**src/rtl/lc3_pkg.sv**
```systemverilog
`default_nettype none
// ============================================================================
// Module      : lc3_pkg
// Description : Shared definitions for the LC-3 run-control block.
//               - run_state_t : run/halt/step FSM state encoding
//               - CYCLE_CNT_W : width of the CPU enable-pulse counter
// Revision    : 1.0 - initial release
// ============================================================================
package lc3_pkg;

  typedef enum logic [1:0] {
    ST_RESET = 2'd0,
    ST_HALT  = 2'd1,
    ST_RUN   = 2'd2,
    ST_STEP  = 2'd3
  } run_state_t;

  localparam int CYCLE_CNT_W = 32;

endpackage
`default_nettype wire

```
**src/rtl/lc3_ce_div.sv**
```systemverilog
`default_nettype none
// ============================================================================
// Module      : lc3_ce_div
// Description : Free-running clock-enable divider. The tick is asserted
//               whenever the count has reached the divisor D, giving one tick
//               every D+1 edges. The tick output is combinational; the parent
//               registers it.
// Ports       : clk    - system clock (rising edge)
//               rst_n  - asynchronous active-low reset
//               div_i  - divisor D, sampled every edge
//               tick_o - divider tick (combinational)
// Revision    : 1.0 - initial release
// ============================================================================
module lc3_ce_div
  import lc3_pkg::*;
#(
  parameter int DIV_W = 8
) (
  input  logic             clk,
  input  logic             rst_n,
  input  logic [DIV_W-1:0] div_i,
  output logic             tick_o
);

  logic [DIV_W-1:0] r_cnt;
  logic             w_tick;

  // '>=' rather than '==' so that lowering D below the current count reloads
  // at once instead of letting the counter run round through zero.
  assign w_tick = (r_cnt >= div_i);

  always_ff @(posedge clk or negedge rst_n) begin
    if (!rst_n) begin
      r_cnt <= '0;
    end else if (w_tick) begin
      r_cnt <= '0;
    end else begin
      r_cnt <= r_cnt + 1'b1;
    end
  end

  assign tick_o = w_tick;

endmodule
`default_nettype wire

```
**src/rtl/lc3_run_ctrl.sv**
```systemverilog
`default_nettype none
// ============================================================================
// Module      : lc3_run_ctrl
// Description : Clock-enable and run-control generator for the LC-3 system.
//               Produces a stretched CPU reset, a gated CPU clock-enable
//               (channel 0), free-running peripheral enables (channels 1..),
//               and a RESET/HALT/RUN/STEP debug FSM.
// Ports       : clk         - system clock (rising edge)
//               rst_n       - asynchronous active-low reset
//               div_i       - per-channel divisors, channel k at [k*DIV_W +: DIV_W]
//               run_i       - rising edge requests RUN
//               halt_i      - level, forces HALT and blocks the CPU enable
//               step_i      - rising edge requests one CPU enable while halted
//               cpu_rst_n_o - stretched active-low CPU reset
//               ce_o        - registered one-cycle clock-enable pulses
//               state_o     - FSM state (RESET=0, HALT=1, RUN=2, STEP=3)
//               cycle_cnt_o - number of ce_o[0] pulses emitted
// Options     : LC3_RUN_CTRL_CYCLE_CNT_EN - build the 32-bit cycle counter;
//               when undefined cycle_cnt_o is tied to zero.
// Revision    : 1.0 - initial release
// ============================================================================
module lc3_run_ctrl
  import lc3_pkg::*;
#(
  parameter int NUM_CH      = 2,
  parameter int DIV_W       = 8,
  parameter int RST_STRETCH = 16,
  parameter int BOOT_RUN    = 1
) (
  input  logic                    clk,
  input  logic                    rst_n,
  input  logic [NUM_CH*DIV_W-1:0] div_i,
  input  logic                    run_i,
  input  logic                    halt_i,
  input  logic                    step_i,
  output logic                    cpu_rst_n_o,
  output logic [NUM_CH-1:0]       ce_o,
  output logic [1:0]              state_o,
  output logic [CYCLE_CNT_W-1:0]  cycle_cnt_o
);

  localparam int c_STRETCH_W = (RST_STRETCH < 2) ? 1 : $clog2(RST_STRETCH + 1);
  localparam logic [c_STRETCH_W-1:0] c_STRETCH_LAST = c_STRETCH_W'(RST_STRETCH - 1);

  run_state_t              r_state;
  run_state_t              w_state_nxt;
  logic [c_STRETCH_W-1:0]  r_stretch;
  logic                    r_cpu_rst_n;
  logic [NUM_CH-1:0]       r_ce;
  logic [NUM_CH-1:0]       w_ce_nxt;
  logic [NUM_CH-1:0]       w_tick;
  logic                    w_ce0_nxt;
  logic                    r_run_sync;
  logic                    r_run_prev;
  logic                    r_step_sync;
  logic                    r_step_prev;
  logic                    w_run_rise;
  logic                    w_step_rise;

  // --------------------------------------------------------------------------
  // Per-channel dividers
  // --------------------------------------------------------------------------
  for (genvar k = 0; k < NUM_CH; k++) begin : g_div
    lc3_ce_div #(
      .DIV_W (DIV_W)
    ) u_div (
      .clk    (clk),
      .rst_n  (rst_n),
      .div_i  (div_i[k*DIV_W +: DIV_W]),
      .tick_o (w_tick[k])
    );
  end

  // --------------------------------------------------------------------------
  // Request edge detection: one synchronising stage, then a history stage,
  // so a request reaches the FSM one edge after the input rises.
  // --------------------------------------------------------------------------
  always_ff @(posedge clk or negedge rst_n) begin
    if (!rst_n) begin
      r_run_sync  <= 1'b0;
      r_run_prev  <= 1'b0;
      r_step_sync <= 1'b0;
      r_step_prev <= 1'b0;
    end else begin
      r_run_sync  <= run_i;
      r_run_prev  <= r_run_sync;
      r_step_sync <= step_i;
      r_step_prev <= r_step_sync;
    end
  end

  assign w_run_rise  = r_run_sync  & ~r_run_prev;
  assign w_step_rise = r_step_sync & ~r_step_prev;

  // --------------------------------------------------------------------------
  // FSM state register and reset stretch counter
  // --------------------------------------------------------------------------
  always_ff @(posedge clk or negedge rst_n) begin
    if (!rst_n) begin
      r_state     <= ST_RESET;
      r_stretch   <= '0;
      r_cpu_rst_n <= 1'b0;
      r_ce        <= '0;
    end else begin
      r_state     <= w_state_nxt;
      r_cpu_rst_n <= (r_state != ST_RESET);
      r_ce        <= w_ce_nxt;
      if (r_state == ST_RESET) begin
        r_stretch <= r_stretch + 1'b1;
      end
    end
  end

  // --------------------------------------------------------------------------
  // FSM next state and channel-0 gating. The CPU enable is qualified by the
  // state held before the edge, so the pulse that accompanies the move from
  // STEP to HALT is still emitted.
  // --------------------------------------------------------------------------
  always_comb begin
    w_state_nxt = r_state;
    w_ce0_nxt   = 1'b0;

    case (r_state)
      ST_RESET: begin
        if (r_stretch == c_STRETCH_LAST) begin
          w_state_nxt = (BOOT_RUN != 0) ? ST_RUN : ST_HALT;
        end
      end
      ST_HALT: begin
        if (w_step_rise) begin
          w_state_nxt = ST_STEP;
        end else if (w_run_rise) begin
          w_state_nxt = ST_RUN;
        end
      end
      ST_RUN: begin
        w_ce0_nxt = w_tick[0];
      end
      ST_STEP: begin
        if (w_tick[0]) begin
          w_ce0_nxt   = 1'b1;
          w_state_nxt = ST_HALT;
        end
      end
      default: begin
        w_state_nxt = ST_RESET;
      end
    endcase

    // halt_i overrides everything once out of RESET, including the pulse.
    if (halt_i && (r_state != ST_RESET)) begin
      w_state_nxt = ST_HALT;
      w_ce0_nxt   = 1'b0;
    end

    w_ce_nxt    = w_tick;
    w_ce_nxt[0] = w_ce0_nxt;
  end

  // --------------------------------------------------------------------------
  // Cycle counter: advances on the same edge that sets ce_o[0], so it always
  // equals the number of CPU enable pulses emitted so far.
  // --------------------------------------------------------------------------
`ifdef LC3_RUN_CTRL_CYCLE_CNT_EN
  logic [CYCLE_CNT_W-1:0] r_cycle_cnt;

  always_ff @(posedge clk or negedge rst_n) begin
    if (!rst_n) begin
      r_cycle_cnt <= '0;
    end else if (w_ce_nxt[0]) begin
      r_cycle_cnt <= r_cycle_cnt + 1'b1;
    end
  end

  assign cycle_cnt_o = r_cycle_cnt;
`else
  assign cycle_cnt_o = '0;
`endif

  assign cpu_rst_n_o = r_cpu_rst_n;
  assign ce_o        = r_ce;
  assign state_o     = r_state;

endmodule
`default_nettype wire

```
**config.mk**
```make
export PLATFORM = sky130hd
export DESIGN_NAME = lc3_run_ctrl
export DESIGN_NICKNAME = d
export VERILOG_FILES = /design/src/rtl/lc3_pkg.sv /design/src/rtl/lc3_ce_div.sv /design/src/rtl/lc3_run_ctrl.sv
export SDC_FILE = /design/constraint.sdc
export NUM_CORES = 1
export LEC_CHECK = 0
export BUFFER_PORTS_ARGS = -buffer_cell sky130_fd_sc_hd__buf_2
export CORE_MARGIN = 2
export CORE_UTILIZATION = 50
export CTS_CLUSTER_SIZE = 25
export DETAILED_ROUTE_END_ITERATION = 16
export PLACE_DENSITY = 0.78
export SYNTH_ARGS = -nofsm -noshare
export SYNTH_HDL_FRONTEND = slang
export SYNTH_SLANG_ARGS = --single-unit
```
**constraint.sdc**
```tcl
create_clock -name clk -period 2 [get_ports clk]
set_input_delay 0.5 -clock clk [delete_from_list [all_inputs] [get_ports clk]]
set_output_delay 0.5 -clock clk [all_outputs]
set_load 0.005 [all_outputs]
```
* Yosys cells after proc, flatten, opt, wreduce, memory -nomap -nowiden
Cells that the tools add are included.
** Word-level totals
- Flip-flop bits (word level) :: 30
- Latch bits :: 0
- Bits in writable memories :: 0
- ROM bits :: 0
- Input port bits :: 21
- Output and inout bits :: 37
- Logic and storage cells :: 42
- Memories :: 0
** Cells by class
- Add/subtract/negate cells :: 3
- Multipliers :: 0
- Divide/modulo/power cells :: 0
- $lt $le $gt $ge :: 2
- Equal/unequal tests :: 7
- Shift-type cells :: 0
- Mux-type cells :: 11
- Bitwise gates (word level) :: 4
- Reductions and logical operators :: 5
** Operators with widths (count)
- 8-bit by 1-bit adder with 8-bit output, second input constant :: 2
- 8-bit >= comparator :: 2
- 8-bit two-way mux :: 2
- 2-bit two-way mux :: 5
- 2-bit case mux with 3 select lines :: 1
- 5-bit by 1-bit adder with 5-bit output, second input constant :: 1
- 5-bit by 4-bit == test with 1-bit output, second input constant :: 1
- 2-bit == test, second input constant :: 2
- 4-bit != test, second input constant :: 1
- 4-bit AND reduction :: 1
- 4-bit nonzero test :: 1
- 3-bit by 1-bit != test with 1-bit output, second input constant :: 1
- 3-bit by 2-bit != test with 1-bit output, second input constant :: 1
- 1-bit AND :: 2
- 2-bit by 1-bit == test with 1-bit output, second input constant :: 1
- 2-bit logical NOT :: 1
- 1-bit two-way mux :: 2
- 1-bit NOT :: 2
- 1-bit case mux with 2 select lines :: 1
- 2-bit nonzero test :: 1
- 1-bit logical AND :: 1

* Logic depth before layout (Yosys ltp)
- Word-level depth :: 6
- Mapped depth :: 7
- Gate-level depth less buffers :: 6

* Hierarchy
Synthesis repeated with hierarchy kept, for this count alone.
** Unflattened totals
- Cells, all modules :: 180
- Area total of the unflattened synthesis :: 1868.0 µm²
** Modules (own cells, without submodules)
- lc3_ce_div :: times used 2, cells an instance 54, area an instance 555.5 µm², sequential area each 200.2 µm²
- lc3_run_ctrl :: times used 1, cells an instance 72, area an instance 757.0 µm², sequential area each 350.3 µm²

* Worst setup path after synthesis
Ideal clock, no wire load.
- Kind :: input port to flip-flop
- Start point :: input port div_i[1]
- End point :: register r_ce[0] (netlist: ce_o[0])
- Setup time :: 120 ps
- Arrival time :: 1636 ps
- Data required time :: 1880 ps
- Slack :: 244 ps
- Stages :: 6
- Buffers on the path :: 0
- Cells stage by stage :: inv_1 -> ha_1 -> or4_4 -> a21oi_4 -> o31ai_4 -> nor2b_4
** Between the ends
- Cells in the longest elaborated chain, start to end :: 4
** RTL lines
- start, declared :: RTL line lc3_run_ctrl.sv:32 : input logic [NUM_CH*DIV_W-1:0] div_i,
- 8-bit >= comparator * :: RTL line lc3_ce_div.sv:30 : assign w_tick = (r_cnt >= div_i);
- 1-bit two-way mux :: RTL line lc3_run_ctrl.sv:140 : if (w_tick[0]) begin
- 1-bit case mux with 2 select lines * :: RTL line lc3_run_ctrl.sv:123 : case (r_state)
- 1-bit two-way mux * :: RTL line lc3_run_ctrl.sv:151 : if (halt_i && (r_state != ST_RESET)) begin
- named net w_ce0_nxt :: RTL line lc3_run_ctrl.sv:52 : logic w_ce0_nxt;
- end signal, assigned :: RTL line lc3_run_ctrl.sv:107 : r_ce <= w_ce_nxt;
- end, declared :: RTL line lc3_run_ctrl.sv:49 : logic [NUM_CH-1:0] r_ce;
Mark *: on every way through the listed nets, which the timed path passes. The rest lies on a longest branch.
A chain may end at the register's enable or synchronous reset.

* Worst setup path after layout
- Start point :: register g_div[0].u_div.r_cnt[1]
- End point :: register r_ce[0] (netlist: ce_o[0])
** Between the ends
- Cells in the longest elaborated chain, start to end :: 4
** RTL lines
- start, declared :: RTL line lc3_ce_div.sv:25 : logic [DIV_W-1:0] r_cnt;
- start signal, assigned :: RTL line lc3_ce_div.sv:38 : r_cnt <= r_cnt + 1'b1;
- 8-bit >= comparator * :: RTL line lc3_ce_div.sv:30
- 1-bit two-way mux :: RTL line lc3_run_ctrl.sv:140
- 1-bit case mux with 2 select lines * :: RTL line lc3_run_ctrl.sv:123
- 1-bit two-way mux * :: RTL line lc3_run_ctrl.sv:151
- named net w_ce0_nxt :: RTL line lc3_run_ctrl.sv:52
Marked as above.

==> results.md <==
* Post-Syn Area at 0.00187 mm²
* Slew HR at 56.9%
* Setup tns final at 0 ps
* Worst Path Required at 2170 ps
* CTS tree: built
* Global routing usage on met3 at 5.82%
* Worst EP arrival at 1910 ps
* Clock net sink count at 30
* Final hold vios at 0
* Overflow after GRT at 0
* Initial DRC count at 19
* Die height at 65.2 µm
* Global-route wire length before repair at 4910 µm
* Register area at 751 µm²
* GRT Util Overall at 15.2%
* Worst hold path type: in2async
* DIE AREA at 0.00425 mm²
* Syn avg cell area at 9.84 µm²
* Starting density of the core at 51.5%
* DRC violations left at 0
* Final period utilization at 87.0%
* Antenna violations before repair at 0
* Clock Path Buffers at 2
* Share of cells above drive strength 1 at 16.9%
* Postcts setup bufs at 0
* FP Rows at 22
* Most used routing layer: met2
* Clock Latency Late Sink at 280 ps
* Crit path kind: reg2reg
* Post-route cell area at 0.00201 mm²
* Share of the synthesized area in the top cell type at 40.1%
* Final-layout fill cell count at 326
* CP Launch Type: flop
* Max cap viols at 0
* RSZ-0062 raised after global routing: false
* Crit path from: g_div[0].u_div.r_cnt[1]$_DFF_PN0_
* Num CTS Buffers at 5
* Met1 global-route usage at 18.4%
* CTS HTree Levels at 2
* Synth area leaders: dfrtp_1 40%, ha_1 13%, buf_4 13%, xor2_1 4.7%, inv_1 4.2%
* Synth area leader: dfrtp_1
* Vias at 1226
* Synthesized flop and latch total at 30
* CP Capture Type: flop
* Final slew viol count at 0
* Critical Path Fanout Max at 10
* Total wire length at 2680 µm
* Placeable Area at 0.00363 mm²
* Worst Skew at 4.75 ps
* Clock-pin slew on the worst setup and hold paths at 60 ps
* Setup violators final at 0
* Clock root cell: clkbuf_8
* Post-route minimum period at 1740 ps
* I/O Pins at 58
* Cts repair resizes at 0
* Die X at 65.2 µm
* Vias in the first global route at 1175
* Port Buffers at 25
* ANT cells at 0
* Routed Antenna Nets at 0
* DP Area at 0.00193 mm²
* Pwr dens at 1190 mW/mm²
* Cts hold-fix bufs at 0
* P_leak at 1.11 nW
* Met2 Track Usage GR at 24.7%
* Post-DP HPWL at 2090 µm
* Routed len/inst at 10.0 µm
* Design Power at 2.38 mW
* Detailed Routing Iterations Pass 1 at 4
* Multi-input logic area at 913 µm²
* FMAX at 575 MHz
* Pin slew with the least headroom to its limit at 646 ps
* Max VDD drop at 0.592 mV
* Sequential cell area fraction in the yosys report at 40.1%
* Status: finished clean
* Warning count from the yosys run at 0
* Drt via density at 4.59
* Net count, final at 261
* R2R Path Start: g_div[0].u_div.r_cnt[1]$_DFF_PN0_
* Distinct cells, synth at 30
* GP Congestion at 0.789
* Gate count after technology mapping at 190
* Area growth syn-to-layout at 7.49%
* Largest net degree at the start of global routing at 31
[cells in the mapped netlist]
cell and number:
o21ai_2 1, buf_4 32, clkbuf_1 1, xnor2_1 5, nand4_1 1, o21ai_0 4
conb_1 1, mux2_2 1, xor2_1 10, nand2_1 4, ha_1 20, nand2b_1 4
nor3_1 1, a21oi_1 4, nand3_1 11, nor2_1 20, a2111oi_0 1, a21oi_4 1
nor3b_1 3, nor2b_4 1, and3_1 5, o22a_1 1, o21a_1 1, inv_1 21
or4_4 1, dfrtp_1 30, or3_1 1, o31ai_4 1, a21o_1 2, a211oi_1 1
[cell usage in the layout, fill, tap and decap left out, types with 5 or more instances in the layout]
cell type | netlist | routed
ha_1 | 20 | 20
clkbuf_8 | 0 | 6
nor2_1 | 20 | 20
nand3_1 | 11 | 11
and3_1 | 5 | 5
xor2_1 | 10 | 10
xnor2_1 | 5 | 5
inv_1 | 21 | 21
buf_2 | 0 | 25
dfrtp_1 | 30 | 30
conb_1 | 1 | 32
[where the power goes]
part	leakage [nW]	internal, mW	switching [mW]
Sequential	0.376	0.829	0.229
Clock	0.0431	0.264	0.197
Combinational	0.690	0.425	0.438
[kinds of logic (layout without fill, tap and decap cells)]
family,after synthesis,count (layout),synth area share (%)
simple gates,52,52,14.2
fa+ha+maj,20,20,13.4
buf+inv,54,52,17.3
mux,1,1,0.602
flops,30,30,40.1
other cells,1,32,0.200
compound gates,17,17,7.16
xor+xnor,15,15,7.02
[stage by stage]
stage	utilization, %	hold slack [ps]	worst slack (ps)	cells
global placement	53.1	367	115	261
global route	55.3	285	136	267
detailed placement	53.1	377	90.9	261
floorplan	-	204	244	221
finish	55.3	245	260	267
CTS	55.3	256	255	267
[state kept, by name (all words and copies together) (netlist names)]
register           flops
r_run_prev             1
r_stretch              5
state_o                2
r_step_sync            1
cpu_rst_n_o            1
r_run_sync             1
g_div.u_div.r_cnt     16
r_step_prev            1
ce_o                   2
[area by class of cell]
class                           count  share of cell area [%]
Multi-Input combinational cell    137                    45.4
Sequential cell                    30                    37.3
Timing Repair Buffer               25                    6.22
Clock buffer                        6                    4.11
Inverter                           21                    3.92
Tap cell                           48                    2.99
[critical path, cell delays in order, from the launching register on]
cell,delay (ps)
dfrtp_1,430
ha_1,210
or4_4,540
a21oi_4,140
o31ai_4,140
nor2b_4,160
[worst paths after layout]
path                       slack [ps]  cells past startpoint                           endpoint
setup / recovery                  260                      5                  ce_o[0]$_DFF_PN0_
hold / removal                    240                      1  g_div[1].u_div.r_cnt[7]$_DFF_PN0_
setup reg to reg                  260                      5                  ce_o[0]$_DFF_PN0_
hold reg to reg                   380                      0              r_step_prev$_DFF_PN0_
max in group asynchronous        1330                      1  g_div[1].u_div.r_cnt[0]$_DFF_PN0_
min in group clk                  330                      1              r_step_sync$_DFF_PN0_
[per-layer routing]
metal  routed length (µm)  part of all wire [%]  up-vias
met5                    0                     0        -
met4                   26                  0.97        0
met3                  177                   6.6        2
met2                 1280                    48       33
met1                 1200                    45      577
li1                     -                     -      614
Power figures use the tool's default switching activity.
